--- src/rtl/bcd_pkg.sv ---
// Shared definitions for the digit-serial packed-BCD adder/subtractor:
// decimal constants, FSM state encoding and a digit-validity helper.
package bcd_pkg;

    typedef logic [3:0] bcd_digit_t;
    typedef logic [1:0] state_t;

    localparam bcd_digit_t BCD_NINE = 4'd9;
    localparam bcd_digit_t BCD_ADJ  = 4'd6;

    localparam state_t IDLE = 2'd0;
    localparam state_t RUN  = 2'd1;
    localparam state_t DONE = 2'd2;

    function automatic logic bcd_valid(input bcd_digit_t d);
        return (d <= BCD_NINE);
    endfunction

endpackage

--- src/rtl/bcd_serial_addsub_if.sv ---
// Operand/result bus with start/busy/done handshake for bcd_serial_addsub.
interface bcd_serial_addsub_if #(
    parameter int DIGITS = 4
);
    logic                  start;
    logic                  sub;
    logic                  cin;
    logic [4*DIGITS-1:0]   a;
    logic [4*DIGITS-1:0]   b;
    logic [4*DIGITS-1:0]   sum;
    logic                  cout;
    logic                  busy;
    logic                  done;
    logic                  err;

    modport master (
        output start, sub, cin, a, b,
        input  sum, cout, busy, done, err
    );

    modport slave (
        input  start, sub, cin, a, b,
        output sum, cout, busy, done, err
    );
endinterface

--- src/rtl/bcd_digit_cell.sv ---
// Single BCD digit add/subtract cell: nine's-complement select on b,
// binary add with carry-in, then +6 decimal correction.
module bcd_digit_cell
    import bcd_pkg::*;
(
    input  bcd_digit_t a_d,
    input  bcd_digit_t b_d,
    input  logic       sub,
    input  logic       ci,
    output bcd_digit_t s_d,
    output logic       co,
    output logic       bad
);

    bcd_digit_t bd_s;
    logic [4:0] raw_s;

    // Digit arithmetic; invalid digits flow through the same rule.
    always_comb begin
        bd_s  = sub ? (BCD_NINE - b_d) : b_d;
        raw_s = {1'b0, a_d} + {1'b0, bd_s} + {4'b0000, ci};
        if (raw_s > 5'd9) begin
            s_d = raw_s[3:0] + BCD_ADJ;
            co  = 1'b1;
        end else begin
            s_d = raw_s[3:0];
            co  = 1'b0;
        end
        bad = !bcd_valid(a_d) || !bcd_valid(b_d);
    end

endmodule

--- src/rtl/bcd_serial_addsub.sv ---
// Digit-serial N-digit packed-BCD adder/subtractor, LSD first, one digit per
// clock through a shared digit cell and a carry flop.
module bcd_serial_addsub
    import bcd_pkg::*;
#(
    parameter int DIGITS = 4
) (
    input  logic                clk,
    input  logic                rst_n,
    bcd_serial_addsub_if.slave  bus
);

    localparam int CNT_W = (DIGITS > 1) ? $clog2(DIGITS) : 1;

    state_t              state_r;
    logic [CNT_W-1:0]    cnt_r;
    logic [4*DIGITS-1:0] a_r;
    logic [4*DIGITS-1:0] b_r;
    logic                sub_r;
    logic                carry_r;
    logic [4*DIGITS-1:0] sum_r;
    logic                cout_r;
    logic                busy_r;
    logic                done_r;
    logic                err_r;

    bcd_digit_t          a_dig_s;
    bcd_digit_t          b_dig_s;
    bcd_digit_t          s_dig_s;
    logic                co_s;
    logic                bad_s;

    // Select the operand digits addressed by the digit counter.
    always_comb begin
        a_dig_s = 4'(a_r >> {cnt_r, 2'b00});
        b_dig_s = 4'(b_r >> {cnt_r, 2'b00});
    end

    bcd_digit_cell u_cell (
        .a_d (a_dig_s),
        .b_d (b_dig_s),
        .sub (sub_r),
        .ci  (carry_r),
        .s_d (s_dig_s),
        .co  (co_s),
        .bad (bad_s)
    );

    // Control FSM, operand capture and digit-by-digit result accumulation.
    always_ff @(posedge clk or negedge rst_n) begin
        if (!rst_n) begin
            state_r <= IDLE;
            cnt_r   <= '0;
            a_r     <= '0;
            b_r     <= '0;
            sub_r   <= 1'b0;
            carry_r <= 1'b0;
            sum_r   <= '0;
            cout_r  <= 1'b0;
            busy_r  <= 1'b0;
            done_r  <= 1'b0;
            err_r   <= 1'b0;
        end else begin
            case (state_r)
                IDLE: begin
                    done_r <= 1'b0;
                    if (bus.start) begin
                        a_r     <= bus.a;
                        b_r     <= bus.b;
                        sub_r   <= bus.sub;
                        // Subtraction uses ten's complement: nine's complement plus one.
                        carry_r <= bus.sub ? ~bus.cin : bus.cin;
                        cnt_r   <= '0;
                        err_r   <= 1'b0;
                        busy_r  <= 1'b1;
                        state_r <= RUN;
                    end
                end
                RUN: begin
                    for (int k = 0; k < DIGITS; k++) begin
                        if (cnt_r == CNT_W'(k)) begin
                            sum_r[k*4 +: 4] <= s_dig_s;
                        end
                    end
                    err_r   <= err_r | bad_s;
                    carry_r <= co_s;
                    if (cnt_r == CNT_W'(DIGITS - 1)) begin
                        cout_r  <= co_s;
                        busy_r  <= 1'b0;
                        state_r <= DONE;
                    end else begin
                        cnt_r <= cnt_r + CNT_W'(1);
                    end
                end
                DONE: begin
                    done_r  <= 1'b1;
                    state_r <= IDLE;
                end
                default: begin
                    busy_r  <= 1'b0;
                    done_r  <= 1'b0;
                    state_r <= IDLE;
                end
            endcase
        end
    end

    assign bus.sum  = sum_r;
    assign bus.cout = cout_r;
    assign bus.busy = busy_r;
    assign bus.done = done_r;
    assign bus.err  = err_r;

endmodule

--- src/flat_wrapper.sv ---
// flat-port wrapper written by rule: the top's interface ports become plain ports
module bcd_serial_addsub_flat import bcd_pkg::*;
#(
    parameter int DIGITS = 4
)
  (clk, rst_n, bus_start, bus_sub, bus_cin, bus_a, bus_b, bus_sum, bus_cout, bus_busy, bus_done, bus_err);
  bcd_serial_addsub_if #(.DIGITS(DIGITS)) bus_i ();
  input  logic clk;
  input  logic rst_n;
  input wire logic [$bits(bus_i.start)-1:0] bus_start;
  input wire logic [$bits(bus_i.sub)-1:0] bus_sub;
  input wire logic [$bits(bus_i.cin)-1:0] bus_cin;
  input wire logic [$bits(bus_i.a)-1:0] bus_a;
  input wire logic [$bits(bus_i.b)-1:0] bus_b;
  output wire logic [$bits(bus_i.sum)-1:0] bus_sum;
  output wire logic [$bits(bus_i.cout)-1:0] bus_cout;
  output wire logic [$bits(bus_i.busy)-1:0] bus_busy;
  output wire logic [$bits(bus_i.done)-1:0] bus_done;
  output wire logic [$bits(bus_i.err)-1:0] bus_err;
  assign bus_i.start = bus_start;
  assign bus_i.sub = bus_sub;
  assign bus_i.cin = bus_cin;
  assign bus_i.a = bus_a;
  assign bus_i.b = bus_b;
  assign bus_sum = bus_i.sum;
  assign bus_cout = bus_i.cout;
  assign bus_busy = bus_i.busy;
  assign bus_done = bus_i.done;
  assign bus_err = bus_i.err;
  bcd_serial_addsub #(.DIGITS(DIGITS)) u_core (.clk(clk), .rst_n(rst_n), .bus(bus_i));
endmodule
--- config.mk ---
export PLATFORM = sky130hd
export DESIGN_NAME = bcd_serial_addsub_flat
export DESIGN_NICKNAME = d
export VERILOG_FILES = /design/src/rtl/bcd_pkg.sv /design/src/rtl/bcd_serial_addsub_if.sv /design/src/rtl/bcd_digit_cell.sv /design/src/rtl/bcd_serial_addsub.sv /design/src/flat_wrapper.sv
export SDC_FILE = /design/constraint.sdc
export NUM_CORES = 1
export LEC_CHECK = 0
export CORE_UTILIZATION = 46
export DETAILED_ROUTE_END_ITERATION = 8
export PLACE_DENSITY = 0.75
export SLEW_MARGIN = 25
export SYNTH_ARGS = -nofsm -noshare
export SYNTH_HDL_FRONTEND = slang
export SYNTH_SLANG_ARGS = --single-unit
--- constraint.sdc ---
create_clock -name clk -period 3.64 [get_ports clk]
set_input_delay 0.728 -clock clk [delete_from_list [all_inputs] [get_ports clk]]
set_output_delay 0.728 -clock clk [all_outputs]
set_load 0.1 [all_outputs]
==> results list <==
- Status: complete, no violations
* # hold bufs at CTS: 0
- For this run, the top clock speed supported by timing is 298 MHz.
- Entering global routing, the biggest net connects 36 pins.
- In the final layout, the share of cells above drive strength 1 is 0.254.
- The most critical setup path has its startpoint at u_core.cnt_r[0]$_DFFE_PN0P_.
- By startpoint and endpoint, the worst setup path is classified as reg -> reg.
- Vias: 1877
* Startpoint kind of the worst setup timing path: register
- Clk root buf: clkbuf_8
- Input and output buffers added on the ports amount to 56.
- Detailed-placement wirelength estimate: 3940 um
- For the worst-skew pair, the clock arrives at the later sink with an insertion delay of 330 ps.
* Number of maximum-capacitance constraint violations: 0
- Wires add up to 5210 um.
- Horizontal die dimension: 79.6 um
- Slew at the pin with the worst max-slew slack: 971 ps
- Of the post-synthesis cell area, the dominant cell type holds 0.523.
- 1st-iter DRT viols: 74
- Global routing usage summed across all routing layers: 0.196
* Clock sink count: 58
- Initial Utilization: 0.491
* Number of max-slew violations in the final report: 0
- Placer congestion estimate: 0.840
- Average instance area after synthesis: 13.1 sq um
* Final period demand of the worst path: 3360 ps
* Nets: 327
- Post-CTS repair timing setup buffer count: 0
- Worst-case clock buffer depth: 2
* Cell types occupying the most area after synthesis: dfrtp_1 (52%), mux2_2 (14%), mux4_2 (6.5%), ha_1 (4.1%), nand2_1 (3.0%)
- Detailed-routing iteration count for the pre-antenna-repair pass: 5
* Height of the die: 79.6 um
- Post-route ant nets: 0
- Once the clock tree was built, the resizer swapped 0 gates to a different size.
* Crit path DAT: 3550 ps
* Synthesized instance count: 212
- The cell area that synthesis handed to floorplanning was 2770 sq um.
- In this run the tightest slew margin relative to its limit is 0.351.
- Clock-pin slew was measured on the worst setup and hold paths at 60 ps.
* Filler Cells Inserted: 442
- The initial antenna violation count is 0.
- Boundary pin count: 57
- Setup slack on the worst flop-to-flop path: 280 ps
* Crit path capture type: register
- Dividing the detail-routed wire length by the instance count gives 14.7 um.
- The endpoint identified for the worst register-to-register timing path is u_core.bus.sum[2]$_DFFE_PN0P_.
* Sequential area share after synthesis: 0.523
- DRC violation count after routing: 0
- The netlist uses 36 different library cells.
- STA puts the critical path data required time at 3830 ps.
* Total negative slack: 0 ps
- RSZ-0062 raised after global routing: false
* Post-synthesis to final-layout area growth: 30.1%
- Via-per-instance ratio: 5.29
* Clk_skew: 6.57 ps
* Biggest area consumer among synthesized cells: dfrtp_1
* Number of clock buffers inserted by TritonCTS: 9
- The floorplan step defined a die boundary enclosing 6340 sq um.
* Origin of the critical flop-to-flop path: u_core.cnt_r[0]$_DFFE_PN0P_
* Number of cells on the worst reg-to-reg path: 13
- Worst min-delay path class: in -> async
- The region available for standard cell placement spans 5640 sq um.
- The via count of the first global-routing pass came to 1912.
* First-pass GRT wire length: 9130 um
- ANT cells: 0
- During synthesis, Yosys emitted a total of 0 warnings.
- The number of nets in the synthesized netlist is 260.
- Final setup violation count: 0
- Highest net fanout along the worst path: 11
- The most critical setup path has its endpoint at u_core.bus.sum[2]$_DFFE_PN0P_.
- Final cycle utilization of the critical path: 0.922
* Async SR Flop Fraction: 1.00
- The synthesized design contains 0 enable-type register cells.
* Number of synthesized register bits: 58
* Number of cell rows: 27
- Among all flip-flop cells after synthesis, the most frequent one is dfrtp_1.
- The final count of hold timing violations is 0.
- Clock tree from TritonCTS: yes
- After global routing the overflow that remains totals 0.
* Number of H-tree levels: 3
worst max-delay path: stages, from the launching register on:
cell and delay [ps]:
dfrtp_1 360, buf_4 230, mux4_2 590, inv_1 80
ha_1 220, nand2_1 50, o21ai_0 70, ha_1 330
xnor2_1 170, ha_1 260, a22oi_4 230, nand3_1 130
mux2i_1 330, a41oi_1 170
area by class of cell:
class	instances	area, sq um	share of cell area
Clock inverter	3	15.0	0.00416
Clock buffer	12	155	0.0430
Timing Repair Buffer	63	608	0.169
Inverter	11	41.3	0.0114
Multi-Input combinational cell	136	1250	0.345
Sequential cell	58	1450	0.402
Tap cell	72	90.1	0.0250
state kept, by name, summed over array words and instances, names as in the netlist:
name / flops
u_core.state_r: 2
u_core.b_r: 16
u_core.cnt_r: 2
u_core.sub_r: 1
u_core.bus.sum: 16
u_core.bus.cout: 1
u_core.bus.done: 1
u_core.bus.err: 1
u_core.bus.busy: 1
u_core.carry_r: 1
u_core.a_r: 16
logic make-up (layout without fill, tap and decap cells):
logic type	count (synthesis)	after routing	synth area share
DFF	58	58	0.523
buffers and inverters	18	89	0.0271
adders and majority gates	11	11	0.0551
and+or+nand+nor	35	35	0.0618
muxes	43	43	0.207
AOI/OAI and AO/OA	42	42	0.107
xor gates and xnor gates	5	5	0.0185
synthesized netlist by cell type (2+ instances only):
master    count
mux2_2       34
inv_1        11
ha_1          9
a21o_2        2
a31oi_1       2
fa_1          2
a21oi_1       6
nor2_1        4
xnor2_1       3
nand2_1      22
nand3_1       2
nor2b_1       2
a22o_1        3
a41oi_1       3
dfrtp_1      58
buf_2         6
nand2b_1      2
o21ai_1       4
o21ai_0      13
mux4_2        8
metrics by stage:
stage	hold WS (ps)	setup WS [ps]	std cells	cell area, sq um	utilization
final	414	283	355	3610	0.639
after floorplan	432	192	212	2770	-
after CTS	426	258	355	3610	0.639
after global placement	461	372	340	3440	0.609
after global routing	471	57.7	355	3610	0.639
after detailed placement	469	273	340	3440	0.609
routing by layer:
| layer | share of wire | up-vias | GRT usage |
|---|---|---|---|
| li1 | - | 903 | - |
| met1 | 0.45 | 920 | 0.250 |
| met2 | 0.49 | 46 | 0.314 |
| met3 | 0.040 | 8 | 0.0446 |
| met4 | 0.018 | 0 | 0.0927 |
| met5 | 0 | - | 0 |
layout by cell type (no fill, tap or decap), types with 4 or more instances in the layout:
master           instances
a21oi_1                  6
nand2_1                 22
clkdlybuf4s50_1         55
clkbuf_8                11
o21ai_0                 13
nor2_1                   4
inv_1                   11
buf_4                    7
dfrtp_1                 58
mux4_2                   8
ha_1                     9
mux2_2                  34
o21ai_1                  4
how the worst min path moves through the flow:
stage | startpoint | endpoint | slack, ps | cells after the start
after floorplan | rst_n | u_core.a_r[0]$_DFFE_PN0P_ | 430 | 0
after global placement | u_core.bus.cout$_DFFE_PN0P_ | u_core.bus.cout$_DFFE_PN0P_ | 460 | 2
after detailed placement | u_core.bus.sum[1]$_DFFE_PN0P_ | u_core.bus.sum[1]$_DFFE_PN0P_ | 470 | 2
after CTS | rst_n | u_core.b_r[2]$_DFFE_PN0P_ | 430 | 1
after global routing | rst_n | u_core.b_r[9]$_DFFE_PN0P_ | 470 | 1
final | rst_n | u_core.b_r[5]$_DFFE_PN0P_ | 410 | 1
Power is left out: the tool's default activity adds up to more than one toggle a clock period on the data nets, which glitch-free logic cannot reach.
